## config.mk

```make
export PLATFORM = sky130hd
export DESIGN_NAME = uart_periph
export DESIGN_NICKNAME = d
export VERILOG_FILES = /design/src/rtl/uart_periph.sv
export SDC_FILE = /design/constraint.sdc
export NUM_CORES = 1
export LEC_CHECK = 0
export CORE_AREA = 2 2 111 113
export CTS_BUF_LIST = sky130_fd_sc_hd__clkbuf_4
export CTS_CLUSTER_SIZE = 25
export DETAILED_ROUTE_END_ITERATION = 7
export DIE_AREA = 0 0 113 115
export SETUP_SLACK_MARGIN = 0.5
export SYNTH_ARGS = -nofsm -noshare
export SYNTH_HDL_FRONTEND = slang
export SYNTH_SLANG_ARGS = --single-unit
```

## constraint.sdc

```tcl
create_clock -name clk -period 3.7 [get_ports clk]
set_clock_uncertainty 0.15 [all_clocks]
set_input_delay 0.74 -clock clk [delete_from_list [all_inputs] [get_ports clk]]
set_output_delay 0.74 -clock clk [all_outputs]
set_load 0.03 [all_outputs]
```

## src/rtl/uart_periph.sv

```systemverilog
// rtl/uart_periph.sv - memory-mapped UART (TXD/RXD/CON) with level IRQ; UART_LOOPBACK_EN adds CON[6] internal loopback
module uart_periph #(
    parameter logic [31:0] BASE    = 32'h40000018,
    parameter int          CLK_DIV = 5208
) (
    input  logic        clk,
    input  logic        reset,
    input  logic        rd,
    input  logic        wr,
    input  logic [31:0] addr,
    input  logic [31:0] wdata,
    output logic [31:0] rdata,
    output logic        en,
    output logic        irqout,
    input  logic        uart_rx,
    output logic        uart_tx
);

    localparam int CW = $clog2(CLK_DIV);
    localparam logic [CW-1:0] BIT_LAST  = CW'(CLK_DIV - 1);
    localparam logic [CW-1:0] HALF_LAST = CW'(CLK_DIV / 2 - 1);

    typedef enum logic [1:0] {S_IDLE, S_START, S_DATA, S_STOP} state_t;

    logic hit_txd, hit_rxd, hit_con;
    logic tx_write, con_write, rxd_read;

    assign hit_txd   = (addr == BASE);
    assign hit_rxd   = (addr == BASE + 32'd4);
    assign hit_con   = (addr == BASE + 32'd8);
    assign en        = (rd | wr) & (hit_txd | hit_rxd | hit_con);
    assign tx_write  = wr & hit_txd;
    assign con_write = wr & hit_con;
    assign rxd_read  = rd & hit_rxd;

    logic [7:0] tx_data, rx_data;
    logic       tx_done, tx_irq_en, rx_irq_en, rx_valid, rx_overrun, tx_busy;
    logic       lb_bit;
    logic       unused_bits;

    assign unused_bits = ^wdata;

    // TX path
    state_t        tx_state, tx_state_n;
    logic [CW-1:0] tx_cnt, tx_cnt_n;
    logic [2:0]    tx_bit, tx_bit_n;
    logic [7:0]    tx_shift, tx_shift_n;
    logic          tx_line, tx_line_n;
    logic          tx_end, tx_accept;

    always_comb begin
        tx_state_n = tx_state;
        tx_cnt_n   = tx_cnt + CW'(1);
        tx_bit_n   = tx_bit;
        tx_shift_n = tx_shift;
        tx_end     = 1'b0;
        tx_accept  = 1'b0;
        case (tx_state)
            S_IDLE: begin
                tx_cnt_n = '0;
                if (tx_write) begin
                    tx_accept  = 1'b1;
                    tx_shift_n = wdata[7:0];
                    tx_state_n = S_START;
                end
            end
            S_START: if (tx_cnt == BIT_LAST) begin
                tx_cnt_n   = '0;
                tx_bit_n   = 3'd0;
                tx_state_n = S_DATA;
            end
            S_DATA: if (tx_cnt == BIT_LAST) begin
                tx_cnt_n   = '0;
                tx_shift_n = {1'b0, tx_shift[7:1]};
                tx_bit_n   = tx_bit + 3'd1;
                if (tx_bit == 3'd7) tx_state_n = S_STOP;
            end
            S_STOP: if (tx_cnt == BIT_LAST) begin
                tx_cnt_n   = '0;
                tx_end     = 1'b1;
                tx_state_n = S_IDLE;
            end
            default: tx_state_n = S_IDLE;
        endcase
        // line is registered from the next state so the pin never glitches
        tx_line_n = (tx_state_n == S_DATA) ? tx_shift_n[0] : (tx_state_n != S_START);
    end

    always_ff @(posedge clk or posedge reset) begin
        if (reset) begin
            tx_state <= S_IDLE;
            tx_cnt   <= '0;
            tx_bit   <= 3'd0;
            tx_shift <= 8'h00;
            tx_line  <= 1'b1;
        end else begin
            tx_state <= tx_state_n;
            tx_cnt   <= tx_cnt_n;
            tx_bit   <= tx_bit_n;
            tx_shift <= tx_shift_n;
            tx_line  <= tx_line_n;
        end
    end

    assign tx_busy = (tx_state != S_IDLE);

    // RX path
    logic rx_s1, rx_s2, rx_in, rx_prev;

`ifdef UART_LOOPBACK_EN
    logic loopback;
    assign rx_in   = loopback ? tx_line : rx_s2;
    assign uart_tx = loopback ? 1'b1 : tx_line;
    assign lb_bit  = loopback;
`else
    assign rx_in   = rx_s2;
    assign uart_tx = tx_line;
    assign lb_bit  = 1'b0;
`endif

    state_t        rx_state, rx_state_n;
    logic [CW-1:0] rx_cnt, rx_cnt_n;
    logic [2:0]    rx_bit, rx_bit_n;
    logic [7:0]    rx_shift, rx_shift_n;
    logic          rx_store;

    always_comb begin
        rx_state_n = rx_state;
        rx_cnt_n   = rx_cnt + CW'(1);
        rx_bit_n   = rx_bit;
        rx_shift_n = rx_shift;
        rx_store   = 1'b0;
        case (rx_state)
            S_IDLE: begin
                rx_cnt_n = '0;
                if (rx_prev & ~rx_in) rx_state_n = S_START;
            end
            S_START: if (rx_cnt == HALF_LAST) begin
                rx_cnt_n   = '0;
                rx_bit_n   = 3'd0;
                rx_state_n = rx_in ? S_IDLE : S_DATA;
            end
            S_DATA: if (rx_cnt == BIT_LAST) begin
                rx_cnt_n   = '0;
                rx_shift_n = {rx_in, rx_shift[7:1]};
                rx_bit_n   = rx_bit + 3'd1;
                if (rx_bit == 3'd7) rx_state_n = S_STOP;
            end
            S_STOP: if (rx_cnt == BIT_LAST) begin
                rx_cnt_n   = '0;
                rx_store   = rx_in;
                rx_state_n = S_IDLE;
            end
            default: rx_state_n = S_IDLE;
        endcase
    end

    always_ff @(posedge clk or posedge reset) begin
        if (reset) begin
            rx_s1    <= 1'b1;
            rx_s2    <= 1'b1;
            rx_prev  <= 1'b1;
            rx_state <= S_IDLE;
            rx_cnt   <= '0;
            rx_bit   <= 3'd0;
            rx_shift <= 8'h00;
        end else begin
            rx_s1    <= uart_rx;
            rx_s2    <= rx_s1;
            rx_prev  <= rx_in;
            rx_state <= rx_state_n;
            rx_cnt   <= rx_cnt_n;
            rx_bit   <= rx_bit_n;
            rx_shift <= rx_shift_n;
        end
    end

    // Software-visible registers
    always_ff @(posedge clk or posedge reset) begin
        if (reset) begin
            tx_data    <= 8'h00;
            tx_done    <= 1'b0;
            tx_irq_en  <= 1'b0;
            rx_irq_en  <= 1'b0;
            rx_data    <= 8'h00;
            rx_valid   <= 1'b0;
            rx_overrun <= 1'b0;
`ifdef UART_LOOPBACK_EN
            loopback   <= 1'b0;
`endif
        end else begin
            if (tx_accept) tx_data <= wdata[7:0];
            if (con_write) begin
                tx_irq_en <= wdata[0];
                rx_irq_en <= wdata[1];
`ifdef UART_LOOPBACK_EN
                loopback  <= wdata[6];
`endif
            end
            // frame end beats a simultaneous write-1-to-clear
            if (tx_end) tx_done <= 1'b1;
            else if (con_write & wdata[3]) tx_done <= 1'b0;
            if (rx_store) begin
                rx_data    <= rx_shift;
                rx_valid   <= 1'b1;
                rx_overrun <= rxd_read ? 1'b0 : (rx_overrun | rx_valid);
            end else if (rxd_read) begin
                rx_valid   <= 1'b0;
                rx_overrun <= 1'b0;
            end
        end
    end

    always_comb begin
        rdata = 32'h0;
        if (rd) begin
            if (hit_txd)      rdata = {24'h0, tx_data};
            else if (hit_rxd) rdata = {24'h0, rx_data};
            else if (hit_con) rdata = {25'h0, lb_bit, rx_overrun, tx_busy, tx_done,
                                       rx_valid, rx_irq_en, tx_irq_en};
        end
    end

    assign irqout = (tx_irq_en & tx_done) | (rx_irq_en & rx_valid);

endmodule
```

---- Yosys cells after proc, flatten, opt, wreduce, memory -nomap -nowiden ----
Cells that the tools add are included.
word-level totals
  input bits .............................. 69
  word-level logic and storage cells ...... 121
  output and inout bits ................... 35
  bits in registers ....................... 77
operators by class
  eq/ne operators ......................... 24
  reductions and logical operators ........ 15
  muxes and demuxes ....................... 44
  bitwise logic cells ..................... 14
  add/subtract/negate cells ............... 4
operators by type and width
  kind                                                                count
  32-bit by 31-bit == test with 1-bit output (second input constant)  3
  8-bit two-way mux                                                   5
  13-bit two-way mux                                                  3
  13-bit one-hot mux with 3 select lines                              1
  13-bit by 1-bit adder with 13-bit output (second input constant)    2
  13-bit == test (second input constant)                              2
  13-bit one-hot mux with 2 select lines                              1
  2-bit two-way mux                                                   11
  2-bit != test (second input constant)                               8
  2-bit one-hot mux with 4 select lines                               2
  8-bit one-hot mux with 2 select lines                               1
  13-bit by 12-bit == test with 1-bit output (second input constant)  1
  1-bit two-way mux                                                   13
  3-bit two-way mux                                                   4
  3-bit one-hot mux with 2 select lines                               2
  2-bit nonzero test                                                  6
  2-bit == test (second input constant)                               5
  3-bit AND reduction                                                 3
  1-bit AND                                                           8
  3-bit by 1-bit adder with 3-bit output (second input constant)      2
  3-bit == test (second input constant)                               2
  6-bit two-way mux                                                   1
  1-bit bitwise OR                                                    5
  5-bit AND reduction                                                 1
  7 further kinds                                                     9

---- Longest topological paths before layout ----
  depth after elaboration ................. 6
  depth in mapped cells ................... 8
  gate-level depth less buffers ........... 6

---- Worst setup path before layout ----
No wires, ideal clock.
  path type ............................... input to output
  start point ............................. input port addr[6]
  end point ............................... output port rdata[0]
  cell stages on the path ................. 5
  path buffers ............................ 1
  path slack .............................. 0.281 ns
  data arrival time ....................... 2.529 ns
  path through ............................ nor4_2 > nand4_2 > or3_2 > buf_2 > nor3_1
on the way
  cells in the longest elaborated chain, start to end .. 5
  elaborated cells between the ends (all ways) .. 7
  classes of those cells .................. eq/ne (3); mux (4)
RTL lines
  element                                     line  RTL
  start, declared                             10    input logic [31:0] addr,
  32-bit by 31-bit == test with 1-bit output  30    assign hit_con = (addr == BASE + 32'd8);
  6-bit two-way mux                           219   else if (hit_con) rdata = {25'h0, lb_bit, rx_overrun, tx_busy, tx_done,
  8-bit two-way mux                           218   else if (hit_rxd) rdata = {24'h0, rx_data};
  8-bit two-way mux (*)                       217   if (hit_txd) rdata = {24'h0, tx_data};
  8-bit two-way mux (*)                       216   if (rd) begin
  end, declared                               12    output logic [31:0] rdata,
Every way passes the cells marked *; elsewhere a longest branch is shown, timed or not.

---- Final worst setup path ----
  start point ............................. input port addr[25]
  end point ............................... output port rdata[6]
on the way
  cells in the longest elaborated chain, start to end .. 4
  elaborated cells between the ends (all ways) .. 5
  classes of those cells .................. eq/ne (2); mux (3)
RTL lines
  element                                     line  RTL
  32-bit by 31-bit == test with 1-bit output  29    assign hit_rxd = (addr == BASE + 32'd4);
  8-bit two-way mux                           218
  8-bit two-way mux (*)                       217
  8-bit two-way mux (*)                       216
Marks and branches as above.

==> impl_results.md <==
* VDD IR-drop max at 0.000184 V
* Post-synthesis sequential area ratio at 0.480
* Critical Path Stages at 6
* Initial Util at 0.341
* Reg-to-reg startpoint: rx_cnt[0]
* Die Y at around 120 um
* Setup ws final at about 0.55 ns
* Top cell type's share of synthesized area at 0.454
* Vias at slightly above 3000
* Area delta synth->final at 21.5%
* Ys flop type: dfrtp_1
* Drt pass-1 iters at 8
* Critical path buffers and inverters at 2
* CTS tree: done
* # diodes at 0
* YS warnings at 0
* Xor/xnor cell area share of the yosys netlist at 0.0501
* GP Congestion at 0.796
* DP HPWL at between 5000 and 6000 um
* Pleak at approximately 2.2 nW
* FF-to-FF path depth at 6
* # nets final at roughly 550
* CP top delay family: simple AND/OR/NAND/NOR gates
* CTS buffer count at 9
* Adder-cell area share of the yosys netlist at 0.0187
* Final Max Slew Viols at 0
* Hold slack at about 0.22 ns
* TNS Setup at 0 ns
* Cell Area, Synth at roughly 4000 um2
* Die area at about 13000 um2
* Core area at approximately 12000 um2
* Largest family of logic cells by synthesized area: simple AND/OR/NAND/NOR gates
* Clock transition at path regs at about 0.13 ns
* Worst Tran Pin Value at 0.794 ns
* Register area at 1930 um2
* Crit path max fanout at 5
* Clk root buf: clkbuf_4
* Worst reg2reg endpoint: rx_valid
* Pwr/cell area at ~330 nW/um2
* Worst Path Required at 2.81 ns
* Io pins at between 100 and 150
* Outcome: complete, but fails checks
* Worst-skew pair later-pin latency at roughly 0.43 ns
* Critical path type: in2out
* Proportion of synthesized area in mux cells at 0.0603
* Critical path, cell by cell: dlygate4sd2_1, nor4_2, nand3_2, or3_4, nor3_4, buf_6
* Share of layout cells above drive strength 1 at 0.213
* Max-Slew Margin vs Limit at 0.470
* Total GRT Usage at 0.132
* Initial antenna violation count at 0
* Post-DR wirelength/cell at approximately 13 um
* Die W at ~110 um
* Footprint of the multi-input gates at roughly 2000 um2
* HP Start: rx_s1
* Placed instance area at around 4600 um2
* Finished Core Util at 0.414
* DRT iter0 DRCs at 142
* Hold endpoint: rx_in
* Max Cap Viol at 0
* Largest net degree at the start of global routing at a little over 40
* Crit share post-route at 0.851
* Async set-reset flop share out of synthesis at 1.00
* Setup violators final at 0
* #FFs+latches synth at 77
* Yosys cell types at 62
* Top cells by area, synth: dfrtp_1, mux2_2, buf_4
* Final ANT Viol Nets at 0
* CP max stage delay at between 0.4 and 0.5 ns
* Vias per inst at between 4 and 5
* Hold Crit Class: reg2reg
* Pre-CTS setup slack at approximately 0.011 ns
* CP Capture Type: output pin
* H-tree level count at 3
* F_max at 318 MHz
* Worst endpoint data arrival time at 2.26 ns
* DRT Wirelength at approximately 8300 um
* Number of global-route vias before repair at ~2900
* GRT overflow at 0
* Failing checks: design-rule violations
* Crit-path slowest cell: or3_4
* Synth Area in Simple Gates at 0.247
* CTS max path bufs at 2
* Compound-gate portion of the synthesized area at 0.0662
* Number of synthesized flops with an enable pin at 0
* Clock sink total at just under 80
* Fillers at around 1200
* Port Buffers at between 50 and 60
* Post-Syn Area per Cell at ~10 um2
* Gate Count Post-Synth at approximately 400
* RSZ-0062 raised after global routing: false
* Post-synth top area cell: dfrtp_1
* Fin area at 4890 um2
* Crit path launch type: input pin
* Hold depth at 0
* First-pass GRT wire length at about 14000 um
* FP Rows at 40
* Reg2Reg Setup Slack at approximately 1.4 ns
* Min Tclk post-route at 3.15 ns
* Final-report hold violation count at 0
* # DRC at 15
per-stage QoR:
stage / total power [mW] / std cells
2_1_floorplan: 1.06 / 427
3_3_place_gp: 1.12 / 600
3_5_place_dp: 1.12 / 600
4_1_cts: 1.61 / 617
5_1_grt: 1.67 / 622
6_report: 1.59 / 622
worst reg2reg max path: stages (launching register included):
cell	delay [ns]
dfrtp_1	0.41
ha_1	0.25
and3_1	0.22
and4_1	0.28
nand4_1	0.46
and2_0	0.35
a31oi_1	0.13
Yosys cell counts (2+ instances only):
master	instances
buf_2	4
dfrtp_1	73
nand3_1	22
ha_1	6
buf_4	24
a2bb2oi_1	2
nor4b_1	2
nor4_1	3
a31oi_1	2
dfstp_2	4
and4_1	2
inv_1	13
nor4b_2	2
nor3b_1	3
xnor2_1	13
nor2_1	48
mux2_2	18
o2bb2ai_1	4
clkbuf_1	7
nor2b_1	2
xor2_1	10
mux2i_1	4
nor4_2	3
o21ai_0	6
nand4_1	7
and3_1	12
a21oi_1	17
nor4bb_1	2
nand2_1	46
nor3_1	11
flip-flops by register name, summed over array words and instances, names as in the netlist, named ones only:
signal / count
tx_irq_en: 1
rx_in: 1
tx_data: 8
rx_overrun: 1
uart_tx: 1
tx_shift: 8
tx_cnt: 13
rx_cnt: 13
tx_done: 1
rx_valid: 1
rx_shift: 8
rx_state: 1
tx_bit: 3
rx_data: 8
rx_s1: 1
rx_irq_en: 1
tx_state: 2
rx_prev: 1
rx_bit: 3
logic make-up after synthesis:
logic type | Yosys count
mux | 22
xor+xnor | 23
simple gates | 182
flops | 77
compound gates | 41
fa+ha+maj | 6
buf+inv | 52
other cells | 1
how the worst max path moves through the flow:
stage / startpoint / endpoint / slack [ns]
floorplan: addr[6] / rdata[0] / 0.28
global placement: addr[1] / rdata[5] / 0.007
detailed placement: addr[1] / rdata[6] / 0.01
CTS: addr[0] / rdata[6] / 0.48
global route: addr[3] / rdata[2] / 0.49
finish: addr[25] / rdata[6] / 0.55
what timing repair did:
item	4_1_cts	5_1_grt
resized for setup	59	21
endpoints found under the setup margin	9	8
gates cloned	1	0
setup buffers	0	5
pin swaps	13	14
hold buffers	0	0
cell type report:
class,instances,area share
Multi-Input combinational cell,299,0.404
Sequential cell,77,0.395
Timing Repair Buffer,69,0.125
Tap cell,147,0.0376
Clock buffer,9,0.0138
Clock inverter,7,0.0136
Inverter,14,0.0107
per-layer routing:
layer / track usage / share of wire / wire, um / vias up
li1: - / - / - / 1491
met4: 0.0366 / 0.0066 / 55 / 0
met1: 0.179 / 0.47 / 3930 / 1446
met3: 0.0358 / 0.070 / 583 / 4
met5: 0 / 0 / 0 / -
met2: 0.211 / 0.45 / 3710 / 87
where the power goes:
group / switching (mW) / total, mW / leakage (nW) / internal, mW
clock: 0.334 / 0.485 / 0.0663 / 0.151
combinational: 0.112 / 0.191 / 1.14 / 0.0797
sequential: 0.0409 / 0.913 / 1.01 / 0.872
total: 0.487 / 1.59 / 2.22 / 1.10
cells in the final DEF, fill, tap and decap left out, types with 8 or more instances in the layout:
cell             instances
a21oi_1                 17
xnor2_1                 13
dlygate4sd2_1            8
clkdlybuf4s15_1         11
mux2_2                  18
inv_1                   12
clkdlybuf4s50_1         18
buf_4                   18
dfrtp_1                 73
conb_1                  24
nand2_1                 46
clkbuf_4                 9
nand3_1                 21
and3_1                  12
nor2_1                  48
xor2_1                  10
No activity file was read; power rests on OpenSTA's default activity.
